[config.mk]
export PLATFORM = sky130hd
export DESIGN_NAME = mem_port_arbiter
export DESIGN_NICKNAME = d
export VERILOG_FILES = /design/src/rtl/mem_port_arbiter_pkg.sv /design/src/rtl/mem_port_arbiter_sat_counter.sv /design/src/rtl/mem_port_arbiter.sv
export SDC_FILE = /design/constraint.sdc
export NUM_CORES = 1
export LEC_CHECK = 0
export CELL_PAD_IN_SITES_DETAIL_PLACEMENT = 0
export CELL_PAD_IN_SITES_GLOBAL_PLACEMENT = 1
export CORE_AREA = 2 2 117 119
export CTS_CLUSTER_SIZE = 8
export DETAILED_ROUTE_END_ITERATION = 12
export DIE_AREA = 0 0 119 121
export DONT_BUFFER_PORTS = 1
export GPL_TIMING_DRIVEN = 1
export PLACE_DENSITY_LB_ADDON = 0.1
export REMOVE_ABC_BUFFERS = 1
export SLEW_MARGIN = 20
export SYNTH_ARGS = -nofsm -noshare
export SYNTH_HDL_FRONTEND = slang
export SYNTH_HIERARCHICAL = 1
export SYNTH_SLANG_ARGS = --single-unit
[constraint.sdc]
create_clock -name clk -period 4.84 [get_ports clk]
set_input_delay 0.968 -clock clk [delete_from_list [all_inputs] [get_ports clk]]
set_output_delay 0.968 -clock clk [all_outputs]
set_load 0.02 [all_outputs]
[src/rtl/mem_port_arbiter_pkg.sv]
// mem_arb_pkg: shared encodings for the memory port arbiter.
//   OWN_*       : values driven on the arbiter's owner output
//   arb_state_t : arbitration FSM states
package mem_arb_pkg;

    localparam logic [1:0] OWN_NONE = 2'b00;
    localparam logic [1:0] OWN_CPU  = 2'b01;
    localparam logic [1:0] OWN_HOST = 2'b10;

    typedef enum logic {
        CPU_PRI    = 1'b0,
        HOST_BURST = 1'b1
    } arb_state_t;

endpackage

[src/rtl/mem_port_arbiter_sat_counter.sv]
// sat_counter: saturating up-counter with synchronous clear.
//   clk, reset : clock, asynchronous active-high reset
//   inc        : count up by one (held once the limit is reached)
//   clr        : return to zero; wins over inc
//   at_limit   : count equals LIMIT
module sat_counter #(
    parameter int W     = 4,
    parameter int LIMIT = 7
) (
    input  logic clk,
    input  logic reset,
    input  logic inc,
    input  logic clr,
    output logic at_limit
);

    localparam logic [W-1:0] LIMIT_V = W'(LIMIT);

    logic [W-1:0] count;

    always_ff @(posedge clk or posedge reset) begin
        if (reset) begin
            count <= '0;
        end else if (clr) begin
            count <= '0;
        end else if (inc && (count != LIMIT_V)) begin
            count <= count + 1'b1;
        end
    end

    assign at_limit = (count == LIMIT_V);

endmodule

[src/rtl/mem_port_arbiter.sv]
// mem_port_arbiter: shares a single-ported memory between the CPU memory
// port and a host port. The CPU has default priority; a host refused for
// MAX_WAIT consecutive cycles is promoted for up to MAX_HOST_BURST beats.
//   clk, reset                      : clock, asynchronous active-high reset
//   cpu_req/we/addr/wdata, cpu_rdata: CPU access port
//   cpu_stall                       : CPU request refused this cycle
//   host_req/we/addr/wdata          : host access port
//   host_ack, host_rdata            : host beat completed / its read data
//   mem_addr/wdata/read/write/rdata : memory side (combinational read)
//   owner                           : current grant (none / CPU / host)
module mem_port_arbiter
    import mem_arb_pkg::*;
#(
    parameter int ADDR_W         = 32,
    parameter int DATA_W         = 32,
    parameter int MAX_WAIT       = 8,
    parameter int MAX_HOST_BURST = 4
) (
    input  logic              clk,
    input  logic              reset,
    input  logic              cpu_req,
    input  logic              cpu_we,
    input  logic [ADDR_W-1:0] cpu_addr,
    input  logic [DATA_W-1:0] cpu_wdata,
    output logic [DATA_W-1:0] cpu_rdata,
    output logic              cpu_stall,
    input  logic              host_req,
    input  logic              host_we,
    input  logic [ADDR_W-1:0] host_addr,
    input  logic [DATA_W-1:0] host_wdata,
    output logic              host_ack,
    output logic [DATA_W-1:0] host_rdata,
    output logic [ADDR_W-1:0] mem_addr,
    output logic [DATA_W-1:0] mem_wdata,
    output logic              mem_read,
    output logic              mem_write,
    input  logic [DATA_W-1:0] mem_rdata,
    output logic [1:0]        owner
);

    localparam int WAIT_W  = $clog2(MAX_WAIT + 1);
    localparam int BURST_W = $clog2(MAX_HOST_BURST + 1);

    arb_state_t state;

    logic cpu_grant;
    logic host_grant;
    logic wait_inc, wait_clr, wait_at_limit;
    logic burst_inc, burst_clr, burst_at_limit;
    logic promote;
    logic leave_burst;

    // Grants are forced low during reset so a pending write cannot land.
    always_comb begin
        cpu_grant  = 1'b0;
        host_grant = 1'b0;
        if (!reset) begin
            if (state == CPU_PRI) begin
                cpu_grant  = cpu_req;
                host_grant = host_req && !cpu_req;
            end else begin
                host_grant = host_req;
                cpu_grant  = cpu_req && !host_req;
            end
        end
    end

    // The counters hold their terminal value, so the compare sits one below
    // the nominal count: the MAX_WAIT-th refusal is the one that promotes.
    assign promote     = (state == CPU_PRI) && cpu_grant && host_req && wait_at_limit;
    assign leave_burst = (state == HOST_BURST) &&
                         (!host_req || (host_grant && cpu_req && burst_at_limit));

    assign wait_inc  = (state == CPU_PRI) && cpu_grant && host_req && !wait_at_limit;
    assign wait_clr  = !wait_inc;

    // Host beats only count against the burst while the CPU is being held off.
    assign burst_inc = (state == HOST_BURST) && host_grant && cpu_req;
    assign burst_clr = (state == CPU_PRI) || leave_burst;

    sat_counter #(
        .W     (WAIT_W),
        .LIMIT (MAX_WAIT - 1)
    ) u_wait_cnt (
        .clk      (clk),
        .reset    (reset),
        .inc      (wait_inc),
        .clr      (wait_clr),
        .at_limit (wait_at_limit)
    );

    sat_counter #(
        .W     (BURST_W),
        .LIMIT (MAX_HOST_BURST - 1)
    ) u_burst_cnt (
        .clk      (clk),
        .reset    (reset),
        .inc      (burst_inc),
        .clr      (burst_clr),
        .at_limit (burst_at_limit)
    );

    always_ff @(posedge clk or posedge reset) begin
        if (reset) begin
            state <= CPU_PRI;
        end else begin
            case (state)
                CPU_PRI:    if (promote)     state <= HOST_BURST;
                HOST_BURST: if (leave_burst) state <= CPU_PRI;
                default:                     state <= CPU_PRI;
            endcase
        end
    end

    always_comb begin
        mem_addr  = '0;
        mem_wdata = '0;
        mem_read  = 1'b0;
        mem_write = 1'b0;
        owner     = OWN_NONE;
        if (cpu_grant) begin
            mem_addr  = cpu_addr;
            mem_wdata = cpu_wdata;
            mem_read  = !cpu_we;
            mem_write = cpu_we;
            owner     = OWN_CPU;
        end else if (host_grant) begin
            mem_addr  = host_addr;
            mem_wdata = host_wdata;
            mem_read  = !host_we;
            mem_write = host_we;
            owner     = OWN_HOST;
        end
    end

    assign cpu_rdata  = mem_rdata;
    assign host_rdata = mem_rdata;
    assign cpu_stall  = cpu_req && !cpu_grant && !reset;
    assign host_ack   = host_grant;

endmodule

* Yosys cells after proc, flatten, opt, wreduce, memory -nomap -nowiden
Cells that the tools add are included.
Operators by class: add/subtract/negate cells 2, equality and inequality tests 5, multiplexer cells 21, bitwise operators 1, reduce and logical (&&, ||, !) cells 25
Operator list (count):
- $mux 32 | 4
- $logic_and 1x1->1 | 15
- $mux 1 | 10
- $mux 4 | 2
- $logic_not 1->1 | 7
- $mux 3 | 2
- $add 4x1->4 const B | 1
- $eq 4x3->1 const B | 1
- $mux 2 | 2
- $ne 4x3->1 const B | 1
- $add 3x1->3 const B | 1
- $eq 3x2->1 const B | 1
- $ne 3x2->1 const B | 1
- $logic_or 1x1->1 | 2
- $ne 2x2->1 const B | 1
- $pmux 1 s2 | 1
- $reduce_bool 2->1 | 1
- $not 1->1 | 1
Word-level totals: register bits 8, output and inout port bits 134

* Depth between registers and ports, before layout
depth in word-level cells 10, depth in mapped cells 7

* Cells and area by module
The synthesis kept the hierarchy.
By module, submodules not included:
- mem_port_arbiter | instances 1, cells each 247, area each 1660.3 µm²
- sat_counter (u_wait_cnt) | instances 1, cells each 21, area each 215.2 µm²
- sat_counter (u_burst_cnt) | instances 1, cells each 16, area each 181.4 µm²

* Worst setup path after synthesis
OpenSTA, ideal clock, no wires.
kind input to output, start input reset, end output mem_read, arrival time 1.908 ns, required time 3.872 ns, path slack 1.964 ns, stages on the path 3, buffers on the path 2, cells stage by stage buf_2 -> clkbuf_1 -> o31ai_1
Between the ends: word-level cells in the longest chain between the ends 3, elaborated cells between the ends (all ways) 4, classes of those cells mux: 4
RTL lines:
- start, declared | RTL line mem_port_arbiter.sv:20 | input logic reset,
- $mux 1 | RTL line mem_port_arbiter.sv:57 | if (!reset) begin
- $mux 1 | RTL line mem_port_arbiter.sv:127 | end else if (host_grant) begin
- $mux 1 (*) | RTL line mem_port_arbiter.sv:121 | if (cpu_grant) begin
- end, declared | RTL line mem_port_arbiter.sv:35 | output logic mem_read,
Mark *: on every way between the ends. The rest lies on a longest branch, timed or not.

* Worst setup path in the final report
start input host_req, end output mem_wdata[22]
Between the ends: word-level cells in the longest chain between the ends 5, elaborated cells between the ends (all ways) 9, classes of those cells mux: 6; reduce/logical: 3
RTL lines:
- start, declared | RTL line mem_port_arbiter.sv:27 | input logic host_req,
- $logic_and 1x1->1 / $logic_not 1->1 (equally long branches) | RTL line mem_port_arbiter.sv:60, mem_port_arbiter.sv:63
- $mux 1 / $logic_and 1x1->1 (equally long branches) | RTL line mem_port_arbiter.sv:58, mem_port_arbiter.sv:63
- $mux 1, on equally long branches | RTL line mem_port_arbiter.sv:57, mem_port_arbiter.sv:58
- $mux 32 / $mux 1 (equally long branches) | RTL line mem_port_arbiter.sv:127, mem_port_arbiter.sv:57
- $mux 32 (*) | RTL line mem_port_arbiter.sv:121
- end, declared | RTL line mem_port_arbiter.sv:34 | output logic [DATA_W-1:0] mem_wdata,
Marks and branches as above.

==> results.json <==
{
  "status": "completed",
  "finalWeightedCongestion": 0.653,
  "critPathKind": "in2out",
  "min_period_over_period": 0.693,
  "die_area_um2": 14400,
  "setup_tns_ps": 0,
  "cts_hold_buf": 0,
  "setup_violations": 0,
  "fmax_mhz": 298,
  "hold_path_class": "in2async",
  "start_util": 0.157,
  "power_leakage_nw": 0.546,
  "finalHoldViolCount": 0,
  "grt_pass1_wl_um": 12500,
  "grt_antenna_before_repair": 0,
  "core-area_um2": 13100,
  "root_buffer": "clkbuf_16",
  "max_slew.worst_pin.slew_ps": 695,
  "p_per_area_nw_per_um2": 189,
  "ys_ff_latch": 8,
  "final_util": 0.129,
  "io_pins": 300,
  "dp_hpwl_um": 7430,
  "crit_arrival_ps": 2380,
  "cap_violations": 0,
  "grt_overflow": 0,
  "htreeDepth": 1,
  "fillers": 1520,
  "cts.path.max_buffers": 2,
  "post-cts-setup-buffer-count": 0,
  "rows": 42,
  "placed_cell_area_um2": 1620,
  "cp.required_ps": 3870,
  "dr.pass1.iters": 4,
  "rsz0062_at_grt": "false",
  "cts_resized": 0,
  "cts_tree": "done",
  "path_clk_slew_ps": 30,
  "avgSynthCellArea_um2": 7.24,
  "ys_seq_area_frac": 0.0973,
  "max_slew_margin": 0.533,
  "r2r_cells": 5,
  "portBuffers": 0,
  "rrSetupSlack_ps": 2860,
  "cp_max_fo": 74,
  "maxSlewViolCount": 0,
  "synthCells": 284,
  "vias_per_cell": 5.20,
  "ys_warn_count": 6,
  "grt_max_degree": 75,
  "routed_wirelength_um": 9500,
  "fin_area_um2": 1690,
  "clock_latency_ps": 230,
  "grt_pass1_vias": 1777,
  "ir_drop_v": 0.000125,
  "drive_gt1_frac": 0.0718,
  "synth_area_um2": 2060,
  "wl_per_cell_um": 25.6,
  "clock_sinks": 8,
  "die_height_um": 121,
  "vias": 1930,
  "ant_nets": 0,
  "antenna_cells": 0,
  "grtUsageTotal": 0.116,
  "die_x_um": 119,
  "finClkSkew_ps": 0.496,
  "synthToLayoutAreaGrowth_pct": -17.6,
  "synth_cell_type_count": 35,
  "drt_iter0_drc": 86,
  "drc": 0,
  "endpoint_kind": "output port",
  "critPathLaunchType": "input pin",
  "nNetsFinal": 366,
  "fin_crit_ps": 3350,
  "cts_buffers": 3
}
routing by layer:
layer | vias to the layer above | track usage | wire (um)
met5 | - | 0.0404 | 70
met3 | 5 | 0.0996 | 1610
li1 | 810 | - | -
met4 | 3 | 0.00446 | 4
met2 | 197 | 0.171 | 4200
met1 | 915 | 0.132 | 3610
metrics by stage:
| step | setup slack, ps | cells | power (mW) | hold WS, ps |
|---|---|---|---|---|
| 2_1_floorplan | 1140 | 188 | 0.167 | 512 |
| 3_3_place_gp | 1460 | 368 | 0.189 | 549 |
| 3_5_place_dp | 1440 | 368 | 0.189 | 540 |
| 4_1_cts | 1430 | 371 | 0.328 | 471 |
| 5_1_grt | 1370 | 371 | 0.340 | 488 |
| 6_report | 1490 | 371 | 0.321 | 505 |
final cells by class:
class                      instances  area (um^2)  share of cell area
sequential                         8          200               0.118
clock buffer                       3         75.1              0.0443
timing repair buffer               4         30.0              0.0177
multi-input combinational        176         1150               0.681
tap                              176          220               0.130
inverter                           4         15.0             0.00886
worst paths after layout:
check / startpoint / endpoint
max in group asynchronous: reset / u_wait_cnt/count[3]$_DFFE_PP0P_
max reg2reg: u_wait_cnt/count[0]$_DFFE_PP0P_ / u_wait_cnt/count[0]$_DFFE_PP0P_
min: reset / state$_DFF_PP0_
max: host_req / mem_wdata[22]
min in group clk: u_burst_cnt/count[1]$_DFFE_PP0P_ / u_burst_cnt/count[1]$_DFFE_PP0P_
min reg2reg: u_burst_cnt/count[1]$_DFFE_PP0P_ / u_burst_cnt/count[1]$_DFFE_PP0P_
critical path, cell delays in order:
cell and delay (ps):
a21boi_4 490, buf_4 420, a32oi_1 100, nor2_1 370
flip-flops by register name (all words and copies together), names as in the netlist:
| register | cells |
|---|---|
| u_wait_cnt/count | 4 |
| u_burst_cnt/count | 3 |
| state | 1 |
power breakdown:
part | switching (mW) | internal [mW]
clock network | 0.0291 | 0.106
logic | 0.0877 | 0.0301
registers | 0.000100 | 0.0674
total | 0.117 | 0.204
placed cells by master, fill, tap and decap left out, types with 2 or more instances in the layout:
cell type,instances
a21oi_1,2
a32oi_1,65
and3_1,2
buf_4,4
clkbuf_16,3
dfrtp_1,8
ha_1,3
inv_1,4
nand2_1,5
nand2b_1,2
nor2_1,70
nor2b_1,3
nor3_1,2
o31ai_1,2
or3_1,2
logic make-up (layout without fill, tap and decap cells):
family | count (synthesis) | in the layout | synth area share
AO/OA/AOI/OAI | 73 | 73 | 0.305
AND/OR/NAND/NOR | 97 | 97 | 0.218
buffers and inverters | 100 | 11 | 0.346
flip-flops | 8 | 8 | 0.0973
multiplexers | 3 | 3 | 0.0158
adder cells (fa/ha/maj) | 3 | 3 | 0.0183
cell usage after synthesis:
cell type	n	area, um^2
and4b_1	1	10.0
inv_1	4	15.0
and4_1	1	8.76
nor2b_1	3	18.8
mux2_2	1	11.3
a31o_2	1	8.76
a21boi_2	1	11.3
clkbuf_1	10	37.5
ha_1	3	37.5
or4b_1	1	10.0
nand4bb_1	1	11.3
buf_6	10	113
dfrtp_1	8	200
nand2_1	5	18.8
o21ai_1	1	5.00
or3_1	2	12.5
nand2b_1	2	12.5
buf_2	10	50.1
nand2b_4	1	13.8
and2b_4	1	10.0
mux2i_1	1	10.0
nor2_1	70	263
and3b_1	1	8.76
mux2_1	1	11.3
nand4_1	1	6.26
a21boi_0	1	7.51
nor2b_2	1	8.76
buf_4	66	495
a32oi_1	65	569
nor3_1	2	10.0
and3_1	2	12.5
nand2b_2	1	8.76
a21oi_1	2	10.0
nand3_1	1	5.00
o31ai_1	2	15.0
(Power assumes the default switching activity.)
